<file path="config.mk">
export PLATFORM = sky130hd
export DESIGN_NAME = dds_sweep_ctrl_flat
export DESIGN_NICKNAME = d
export VERILOG_FILES = /design/src/rtl/dds_sweep_ctrl_if.sv /design/src/rtl/dds_sweep_ctrl.sv /design/src/flat_wrapper.sv
export SDC_FILE = /design/constraint.sdc
export NUM_CORES = 1
export LEC_CHECK = 0
export BUFFER_PORTS_ARGS = -buffer_cell sky130_fd_sc_hd__buf_2
export CORE_UTILIZATION = 55
export DETAILED_ROUTE_END_ITERATION = 10
export GPL_TIMING_DRIVEN = 0
export HOLD_SLACK_MARGIN = 0.12
export PLACE_DENSITY = 0.77
export SLEW_MARGIN = 20
export SYNTH_ARGS = -nofsm -noshare
export SYNTH_HDL_FRONTEND = slang
export SYNTH_SLANG_ARGS = --single-unit
</file>
<file path="constraint.sdc">
create_clock -name clk -period 5.35 [get_ports clk]
set_input_delay 0.2675 -clock clk [delete_from_list [all_inputs] [get_ports clk]]
set_output_delay 0.2675 -clock clk [all_outputs]
set_load 0.05 [all_outputs]
</file>
<file path="src/rtl/dds_sweep_ctrl_if.sv">
// dds_sweep_ctrl_if
//   Groups the sweep configuration/command inputs and the sweep outputs of
//   dds_sweep_ctrl into one bundle. clk, reset_n and clken stay plain ports
//   on the controller.
//
//   start, abort          : command strobes (level, qualified by clken)
//   f_start, f_step       : initial phase increment / signed step
//   n_steps, dwell, mode  : sweep length, hold per frequency minus 1, sweep kind
//   phi_inc_o             : phase increment toward the NCO
//   busy, done, step_tick : sweep status
//
//   master : the side that configures and launches sweeps
//   slave  : the sweep controller
interface dds_sweep_ctrl_if #(
  parameter int apr = 48,
  parameter int stw = 32,
  parameter int cnw = 24,
  parameter int dww = 16
);
  logic                  start;
  logic                  abort;
  logic        [apr-1:0] f_start;
  logic signed [stw-1:0] f_step;
  logic        [cnw-1:0] n_steps;
  logic        [dww-1:0] dwell;
  logic        [1:0]     mode;
  logic        [apr-1:0] phi_inc_o;
  logic                  busy;
  logic                  done;
  logic                  step_tick;

  modport master (
    output start, abort, f_start, f_step, n_steps, dwell, mode,
    input  phi_inc_o, busy, done, step_tick
  );

  modport slave (
    input  start, abort, f_start, f_step, n_steps, dwell, mode,
    output phi_inc_o, busy, done, step_tick
  );
endinterface

</file>
<file path="src/rtl/dds_sweep_ctrl.sv">
// dds_sweep_ctrl
//   Stepped linear frequency-sweep (chirp) generator feeding the NCO phase
//   increment. Supports single-shot, repeating sawtooth and up/down triangle
//   sweeps, each frequency held for dwell+1 clken cycles.
//
//   clk     : NCO clock
//   reset_n : asynchronous active-low reset
//   clken   : NCO sample enable; all sweep state advances only when high
//   bus     : dds_sweep_ctrl_if.slave (commands, configuration, outputs)
module dds_sweep_ctrl #(
  parameter int apr = 48,
  parameter int stw = 32,
  parameter int cnw = 24,
  parameter int dww = 16
) (
  input  logic            clk,
  input  logic            reset_n,
  input  logic            clken,
  dds_sweep_ctrl_if.slave bus
);

  typedef enum logic {IDLE, DWELL} state_t;

  localparam logic [cnw-1:0] STEP_ONE  = cnw'(1);
  localparam logic [dww-1:0] DWELL_ONE = dww'(1);

  state_t                state;
  logic        [cnw-1:0] step_cnt;
  logic        [dww-1:0] dwell_cnt;
  logic                  dir_down;

  // Configuration captured at start so the bus may change mid-sweep.
  logic        [apr-1:0] f_start_s;
  logic signed [stw-1:0] f_step_s;
  logic        [cnw-1:0] n_steps_s;
  logic        [dww-1:0] dwell_s;
  logic        [1:0]     mode_s;

  logic        [apr-1:0] phi;
  logic                  busy_r;
  logic                  done_r;
  logic                  tick_r;

  // Sign-extend the step to the accumulator width.
  function automatic logic signed [apr-1:0] sext_step(input logic signed [stw-1:0] s);
    return {{(apr-stw){s[stw-1]}}, s};
  endfunction

  // Modulo-2^apr step; the sweep is allowed to wrap, never saturates.
  function automatic logic [apr-1:0] wrap_step(input logic [apr-1:0] p,
                                               input logic signed [apr-1:0] d,
                                               input logic down);
    logic [apr-1:0] du;
    du = $unsigned(d);
    return down ? (p - du) : (p + du);
  endfunction

  always_ff @(posedge clk or negedge reset_n) begin
    if (!reset_n) begin
      state     <= IDLE;
      step_cnt  <= '0;
      dwell_cnt <= '0;
      dir_down  <= 1'b0;
      f_start_s <= '0;
      f_step_s  <= '0;
      n_steps_s <= '0;
      dwell_s   <= '0;
      mode_s    <= '0;
      phi       <= '0;
      busy_r    <= 1'b0;
      done_r    <= 1'b0;
      tick_r    <= 1'b0;
    end else begin
      // Pulses last one clk, even when clken is low on the next edge.
      done_r <= 1'b0;
      tick_r <= 1'b0;
      if (clken) begin
        if (bus.abort) begin
          // Abort wins over start and over any pending step; output holds.
          state  <= IDLE;
          busy_r <= 1'b0;
        end else begin
          case (state)
            IDLE: begin
              if (bus.start) begin
                f_start_s <= bus.f_start;
                f_step_s  <= bus.f_step;
                n_steps_s <= bus.n_steps;
                dwell_s   <= bus.dwell;
                mode_s    <= bus.mode;
                phi       <= bus.f_start;
                dwell_cnt <= bus.dwell;
                step_cnt  <= '0;
                dir_down  <= 1'b0;
                busy_r    <= 1'b1;
                state     <= DWELL;
              end
            end
            DWELL: begin
              if (dwell_cnt != '0) begin
                dwell_cnt <= dwell_cnt - DWELL_ONE;
              end else if (step_cnt != n_steps_s) begin
                phi       <= wrap_step(phi, sext_step(f_step_s), dir_down);
                step_cnt  <= step_cnt + STEP_ONE;
                dwell_cnt <= dwell_s;
                tick_r    <= 1'b1;
              end else begin
                case (mode_s)
                  2'd1: begin
                    // Sawtooth: jump back to the start frequency.
                    phi       <= f_start_s;
                    step_cnt  <= '0;
                    dwell_cnt <= dwell_s;
                    tick_r    <= 1'b1;
                  end
                  2'd2: begin
                    // Triangle: reverse direction and hold the end point
                    // for a second dwell, so no tick here.
                    dir_down  <= ~dir_down;
                    step_cnt  <= '0;
                    dwell_cnt <= dwell_s;
                  end
                  default: begin
                    state  <= IDLE;
                    busy_r <= 1'b0;
                    done_r <= 1'b1;
                  end
                endcase
              end
            end
            default: state <= IDLE;
          endcase
        end
      end
    end
  end

  assign bus.phi_inc_o = phi;
  assign bus.busy      = busy_r;
  assign bus.done      = done_r;
  assign bus.step_tick = tick_r;

endmodule

</file>
<file path="src/flat_wrapper.sv">
// flat-port wrapper written by rule: the top's interface ports become plain ports
module dds_sweep_ctrl_flat 
#(
  parameter int apr = 48,
  parameter int stw = 32,
  parameter int cnw = 24,
  parameter int dww = 16
)
  (clk, reset_n, clken, bus_start, bus_abort, bus_f_start, bus_f_step, bus_n_steps, bus_dwell, bus_mode, bus_phi_inc_o, bus_busy, bus_done, bus_step_tick);
  dds_sweep_ctrl_if #(.apr(apr), .stw(stw), .cnw(cnw), .dww(dww)) bus_i ();
  input  logic clk;
  input  logic reset_n;
  input  logic clken;
  input wire logic [$bits(bus_i.start)-1:0] bus_start;
  input wire logic [$bits(bus_i.abort)-1:0] bus_abort;
  input wire logic [$bits(bus_i.f_start)-1:0] bus_f_start;
  input wire logic [$bits(bus_i.f_step)-1:0] bus_f_step;
  input wire logic [$bits(bus_i.n_steps)-1:0] bus_n_steps;
  input wire logic [$bits(bus_i.dwell)-1:0] bus_dwell;
  input wire logic [$bits(bus_i.mode)-1:0] bus_mode;
  output wire logic [$bits(bus_i.phi_inc_o)-1:0] bus_phi_inc_o;
  output wire logic [$bits(bus_i.busy)-1:0] bus_busy;
  output wire logic [$bits(bus_i.done)-1:0] bus_done;
  output wire logic [$bits(bus_i.step_tick)-1:0] bus_step_tick;
  assign bus_i.start = bus_start;
  assign bus_i.abort = bus_abort;
  assign bus_i.f_start = bus_f_start;
  assign bus_i.f_step = bus_f_step;
  assign bus_i.n_steps = bus_n_steps;
  assign bus_i.dwell = bus_dwell;
  assign bus_i.mode = bus_mode;
  assign bus_phi_inc_o = bus_i.phi_inc_o;
  assign bus_busy = bus_i.busy;
  assign bus_done = bus_i.done;
  assign bus_step_tick = bus_i.step_tick;
  dds_sweep_ctrl #(.apr(apr), .stw(stw), .cnw(cnw), .dww(dww)) u_core (.clk(clk), .reset_n(reset_n), .clken(clken), .bus(bus_i));
endmodule
</file>
==> qor.tcl, run 1 <==
set qor(run_status) {complete, no violations}
set qor(numPlacedInstances) 1943
set qor(worst_skew_pair.late_latency_ps) 550
set qor(ff_latch_area_um2) 5380
set qor(post_synth_instance_area_um2) 13500
set qor(first_pass_iters) 5
set qor(number_of_enable_type_register_cells_in_the_synthesized_netlist) 0
set qor(share_of_async_settable_or_async_resettable_flops_after_synthesis_pct) 100
set qor(synth.distinct_cells) 72
set qor(fill_cells) 1778
set qor(insertedDiodeCount) 0
set qor(crit_required_ps) 5810
set qor(routed_via_count_divided_by_cell_count) 6.06
set qor(synthCells) 1445
set qor(critPathLaunchType) {register}
set qor(worstSetupEndpointType) {register}
set qor(place_hpwl_um) 29900
set qor(cts_made_buffers) 25
set qor(detailed_place.area_um2) 14800
set qor(first_pass_grt_wire_length_um) 67400
set qor(clock-root-buffer) {sky130_fd_sc_hd__clkbuf_16}
set qor(holdCritPathClass) {in2async}
set qor(finalNonFillerCells) 2112
set qor(via_count_of_the_first_global_routing_pass) 12640
set qor(max_capacitance_violation_total) 0
set qor(start_util_pct) 56.7
set qor(clockBufferDepth) 3
set qor(maxSlewHeadroom_pct) 23.0
set qor(power-per-cell-area_nw_per_um2) 557
set qor(final_antenna_net_count) 0
set qor(post-route-drc-count) 0
set qor(max_freq_mhz) 194
set qor(maxSlewViolCount) 0
set qor(period_share_pct) 96.4
set qor(die_area_um2) 25100
set qor(globalplace.congestion) 1.01
set qor(vdd_drop_max_mv) 0.316
set qor(synth.top_cells.by_count) {sky130_fd_sc_hd__dfrtp_1, sky130_fd_sc_hd__a21oi_1, sky130_fd_sc_hd__nand2_1, sky130_fd_sc_hd__o21ai_0, sky130_fd_sc_hd__nor2_1}
set qor(synth_area_leader_cell) {sky130_fd_sc_hd__dfrtp_1}
set qor(syn_avg_cell_area_um2) 9.32
set qor(synthesis_warning_total) 0
set qor(setup_repair_after_global_routing_missed_its_margin) {no}
set qor(critical_path.cell_chain) {nor4_1 > nand2_1 > nor2_4 > a21oi_1 > xnor2_1 > ha_1 > clkbuf_1 > a21oi_1 > o211ai_1 > a21oi_1 > nand3b_1 > a211oi_4 > a21oi_1 > a21oi_1 > mux2_2 > o21ai_0}
set qor(synth-seq-area-share_pct) 40.0
set qor(detail_route.wirelength_um) 43900
set qor(yosysMostFrequentCell) {sky130_fd_sc_hd__dfrtp_1}
set qor(num-nets-final) 1959
set qor(grt_overflow_total) 0
set qor(tritoncts) {built}
set qor(cts_sinks) 215
set qor(core_um2) 23800
set qor(max_stage_delay_ps) 990
set qor(crit_slowest_cell) {sky130_fd_sc_hd__nor4_1}
set qor(worst-setup-path-type) {reg2reg}
set qor(numPortBuffers) 177
set qor(postSynthRegisterBits) 215
set qor(critical_path.max_fanout) 8
set qor(grt_start_max_net_pins) 99
set qor(ioPinCount) 178
set qor(detailedRoute.firstIterationViolations) 1069
set qor(dr_total_vias) 12799
set qor(skew_ps) 13.7
set qor(ys.flop_type) {sky130_fd_sc_hd__dfrtp_1}
set qor(syn_nets) 1627
set qor(final_non_filler_cell_area_um2) 16900
set qor(clkSlewWorstSetupHoldPaths_ps) 60
set qor(synth_largest_type_area_fraction_pct) 40.0
set qor(critical_path_data_arrival_time_ps) 5620
set qor(post_synth_main_area_contributors) {sky130_fd_sc_hd__dfrtp_1, sky130_fd_sc_hd__mux2_2, sky130_fd_sc_hd__ha_1}
set qor(grt_antenna_before_repair) 0
set qor(period_minus_slack_ps) 5160
set qor(timing_hold_violations_final) 0
set qor(timing_worst_slew_pin_value_ps) 1140
set qor(setup_violating_endpoint_count_in_the_final_report) 0
set qor(multi_input_comb_area_um2) 7650
set qor(gr-usage-all-layers_pct) 35.3
set qor(timing.critical_path.mode_cell) {sky130_fd_sc_hd__a21oi_1}
set qor(flow.area_growth_from_synthesis_pct) 25.8
set qor(total_negative_setup_slack_ps) 0
set qor(die_width_um) 158
set qor(final_layout_size_suffix_gt1_share_pct) 20.8
set qor(power.leakage_nw) 7.69
set qor(die_boundary_height_um) 158
set qor(row_count) 56
set qor(cts_htree_levels) 1
set qor(wl_per_cell_um) 20.8
==> where the power goes <==
part	switching [mW]	total (mW)	internal, mW
registers	0.467	2.57	2.11
clock network	0.737	1.80	1.06
logic	3.10	5.07	1.97
total	4.31	9.44	5.14
==> per-stage QoR <==
step	hold slack (ps)	power (mW)	setup slack (ps)	utilization [%]
floorplan	-28.1	6.24	1120	-
finish	147	9.44	192	71.3
global route	158	10.0	1.89	71.3
global placement	456	7.32	99.1	62.1
CTS	146	9.33	155	71.2
detailed placement	115	7.43	4.16	62.4
==> flip-flops by register name, summed over array words and instances, names as in the netlist <==
name,cells
u_core.n_steps_s,24
u_core.bus.done,1
u_core.state,1
u_core.step_cnt,24
u_core.dir_down,1
u_core.dwell_cnt,16
u_core.f_start_s,48
u_core.mode_s,2
u_core.dwell_s,16
u_core.bus.phi_inc_o,48
u_core.bus.step_tick,1
u_core.f_step_s,32
u_core.bus.busy,1
==> area by class of cell <==
type / count / share of cell area [%]
multi-input combinational: 1117 / 45.2
sequential: 215 / 31.8
timing repair buffer: 305 / 13.1
clock buffer: 31 / 4.06
tap: 319 / 2.36
buffer: 79 / 1.93
clock inverter: 12 / 0.923
inverter: 34 / 0.753
==> cells in the final DEF (no fill, tap or decap), drive strengths merged, types with 10 or more instances in the layout <==
master and count:
nand2 128, nand3 32, buf 204, o21ai 130, xnor2 68, nor3 25, nand4 25, nor2b 11
dlygate4sd3 126, nor4 13, a31oi 14, nor2 128, ha 54, a21o 25, xor2 54, and3 14
clkbuf 85, a21oi 129, o22ai 11, mux2 111, inv 35, mux2i 35, a211oi 10, dfrtp 215
==> critical path, delay by kind of cell (launching register included) <==
kind,cells,cell delay [ps]
AO/OA/AOI/OAI,8,1840
AND/OR/NAND/NOR,4,1780
flip-flops,1,440
multiplexers,1,370
adder cells (fa/ha/maj),1,270
buffers and inverters,1,200
XOR/XNOR,1,150
==> final timing paths <==
check | startpoint | endpoint | slack (ps) | cells after the start
setup / recovery | u_core.f_step_s[3] | u_core.bus.phi_inc_o[46] | 190 | 16
hold / removal | reset_n | u_core.f_start_s[15] | 150 | 2
setup reg to reg | u_core.f_step_s[3] | u_core.bus.phi_inc_o[46] | 190 | 16
hold reg to reg | u_core.dwell_cnt[13] | u_core.dwell_cnt[13] | 500 | 2
max in group asynchronous | reset_n | u_core.bus.phi_inc_o[31] | 4430 | 3
min in group clk | bus_start | u_core.dwell_cnt[0] | 300 | 4
==> routing by layer <==
metal	global-route usage (%)	up-vias	part of all wire (%)
met5	0	-	0
li1	-	5842	-
met2	59.4	601	48
met3	5.25	132	7.5
met4	16.7	0	4.1
met1	44.5	6224	40
==> cell families (layout without fill, tap and decap cells) <==
family	Yosys count	in the layout	share of synthesized area (%)
AOI/OAI and AO/OA	387	387	17.1
xor gates and xnor gates	122	122	7.94
adders and majority gates	55	55	5.17
buffers and inverters	113	461	3.37
DFF	215	215	40.0
muxes	146	146	12.0
and+or+nand+nor	407	407	14.5
==> timing repair <==
action                     CTS  global route
buffers inserted             0             0
resized for setup            1             3
setup endpoints to repair    1             5
hold endpoints to repair   395             0
hold buffers               126             0
Note: power is estimated with default switching activity, not from simulation.
==> run 2, diff against run 1 <==
PLACE_DENSITY = 0.79   (was 0.77)
==> qor.tcl, run 2 (synthesis results as in run 1) <==
set qor(worst_slack_ps) 166
set qor(period_minus_slack_ps) 5180
set qor(max_capacitance_violation_total) 0
set qor(grt_antenna_before_repair) 2
set qor(num-nets-final) 1957
set qor(period_share_pct) 96.9
set qor(final_layout_size_suffix_gt1_share_pct) 20.5
set qor(critical_path_data_arrival_time_ps) 5640
set qor(grt_overflow_total) 0
set qor(die_boundary_height_um) 158
set qor(worst_skew_pair.late_latency_ps) 550
set qor(timing_hold_violations_final) 0
set qor(layout.cells.most_common) {sky130_fd_sc_hd__dfrtp_1}
set qor(core_um2) 23800
set qor(ioPinCount) 178
set qor(final_cell_mix) {sky130_fd_sc_hd__dfrtp_1, sky130_fd_sc_hd__buf_2, sky130_fd_sc_hd__nand2_1, sky130_fd_sc_hd__a21oi_1, sky130_fd_sc_hd__o21ai_0}
set qor(clockBufferDepth) 3
set qor(finish.utilization_pct) 70.9
set qor(worst-setup-path-type) {reg2reg}
set qor(critPathLaunch) {u_core.f_step_s[12]}
set qor(clkSlewWorstSetupHoldPaths_ps) 60
set qor(power-per-cell-area_nw_per_um2) 553
set qor(clock-root-buffer) {sky130_fd_sc_hd__clkbuf_16}
set qor(startpoint_of_the_worst_slack_reg_to_reg_timing_path) {u_core.f_step_s[12]}
set qor(post-route-drc-count) 0
set qor(tritoncts) {built}
set qor(maxSlewViolCount) 0
set qor(cts_htree_levels) 1
set qor(power.leakage_nw) 7.64
set qor(setup_violating_endpoint_count_in_the_final_report) 0
set qor(critPathLaunchType) {register}
set qor(grt_start_max_net_pins) 77
set qor(first_pass_iters) 5
set qor(critical_path.max_fanout) 8
set qor(row_count) 56
set qor(place_worst_setup_slack_ps) -10.2
set qor(crit_required_ps) 5800
set qor(globalplace.congestion) 0.979
set qor(start_util_pct) 56.7
set qor(holdWs_ps) 274
set qor(vdd_drop_max_mv) 0.307
set qor(wl_per_cell_um) 21.2
set qor(run_status) {complete, no violations}
set qor(setup_repair_after_global_routing_missed_its_margin) {no}
set qor(place_hpwl_um) 30500
set qor(gr-usage-all-layers_pct) 36.2
set qor(routed_via_count_divided_by_cell_count) 6.10
set qor(worstSetupEndpointType) {register}
set qor(skew_ps) 17.2
set qor(maxSlewHeadroom_pct) 27.4
set qor(die_width_um) 158
set qor(timing_worst_slew_pin_value_ps) 1090
set qor(final_antenna_net_count) 0
set qor(via_count_of_the_first_global_routing_pass) 12807
set qor(dr_total_vias) 12886
set qor(flow.area_growth_from_synthesis_pct) 25.2
set qor(detail_route.wirelength_um) 44800
set qor(holdCritPathClass) {in2reg}
set qor(max_freq_mhz) 193
set qor(hp-start) {bus_start}
set qor(numPortBuffers) 177
set qor(first_pass_grt_wire_length_um) 68700
set qor(cts_sinks) 215
set qor(die_area_um2) 25100
set qor(cts_made_buffers) 24
set qor(detailedRoute.firstIterationViolations) 1011
[run 2: cell count changes in the layout (fill, tap and decap cells not counted), sizes merged]
| cell | delta |
|---|---|
| bufinv | -3 |
| clkbuf | +5 |
| clkinv | -2 |
| clkinvlp | -1 |
| diode | +2 |
| inv | -2 |
[run 2: final timing paths]
kind | to | slack [ps] | depth (start not counted)
setup / recovery | u_core.bus.phi_inc_o[46] | 170 | 18
hold / removal | u_core.dwell_cnt[0] | 270 | 4
setup reg to reg | u_core.bus.phi_inc_o[46] | 170 | 18
hold reg to reg | u_core.dwell_cnt[13] | 480 | 2
max in group asynchronous | u_core.n_steps_s[22] | 3940 | 4
min in group asynchronous | u_core.f_step_s[12] | 280 | 2
[run 2: layout make-up]
class,instances,area [um2]
inverters,34,128
plain buffers,78,323
clock buffers,37,719
well taps,319,399
flip-flops and latches,215,5380
clock inverters,4,45.0
repair buffers,305,2210
fillers,1743,6900
diodes,2,5.00
multi-input cells,1117,7640
[run 2: critical path: stages, from the launching register on]
cell                       delay, ps
sky130_fd_sc_hd__dfrtp_1         440
sky130_fd_sc_hd__or4_4           590
sky130_fd_sc_hd__nor4_2          200
sky130_fd_sc_hd__nand2_1         140
sky130_fd_sc_hd__or3_4           380
sky130_fd_sc_hd__nor2_4          250
sky130_fd_sc_hd__a21oi_1         130
sky130_fd_sc_hd__xnor2_1         150
sky130_fd_sc_hd__ha_1            270
sky130_fd_sc_hd__clkbuf_1        210
sky130_fd_sc_hd__a21oi_1         310
sky130_fd_sc_hd__o211ai_1        150
sky130_fd_sc_hd__a21oi_1         310
sky130_fd_sc_hd__nand3b_1        150
sky130_fd_sc_hd__a211oi_2        420
sky130_fd_sc_hd__a21oi_2         180
sky130_fd_sc_hd__a21oi_1         280
sky130_fd_sc_hd__mux2_2          360
sky130_fd_sc_hd__o21ai_0         150
[run 2: power breakdown]
part / switching [mW] / leakage, nW / internal, mW
Sequential: 0.468 / 2.64 / 2.11
Combinational: 3.16 / 4.62 / 1.97
Clock: 0.697 / 0.376 / 0.924
[run 2: through the flow]
step                cell area, um2  TNS [ps]  instances  power, mW
floorplan                    13500         0       1445       6.24
global placement             14700      -132       1941       7.35
detailed placement           14800     -10.2       1943       7.45
CTS                          16800         0       2110       9.18
global route                 16900         0       2111       9.89
finish                       16900         0       2111       9.32
[run 2: layer usage]
metal / wire [um] / track usage, % / up-vias / share of wire, %
met4: 1940 / 16.0 / 0 / 4.3
met3: 3600 / 5.36 / 131 / 8.0
li1: - / - / 5840 / -
met5: 0 / 0 / - / 0
met1: 17700 / 45.7 / 6249 / 40
met2: 21600 / 61.3 / 666 / 48
[run 2: timing repair]
action / CTS / global route
pin swaps: 0 / 0
buffers inserted: 0 / 0
setup endpoints to repair: 2 / 12
endpoints found under the hold margin: 258 / 0
hold buffers: 126 / 0
resized for setup: 1 / 3
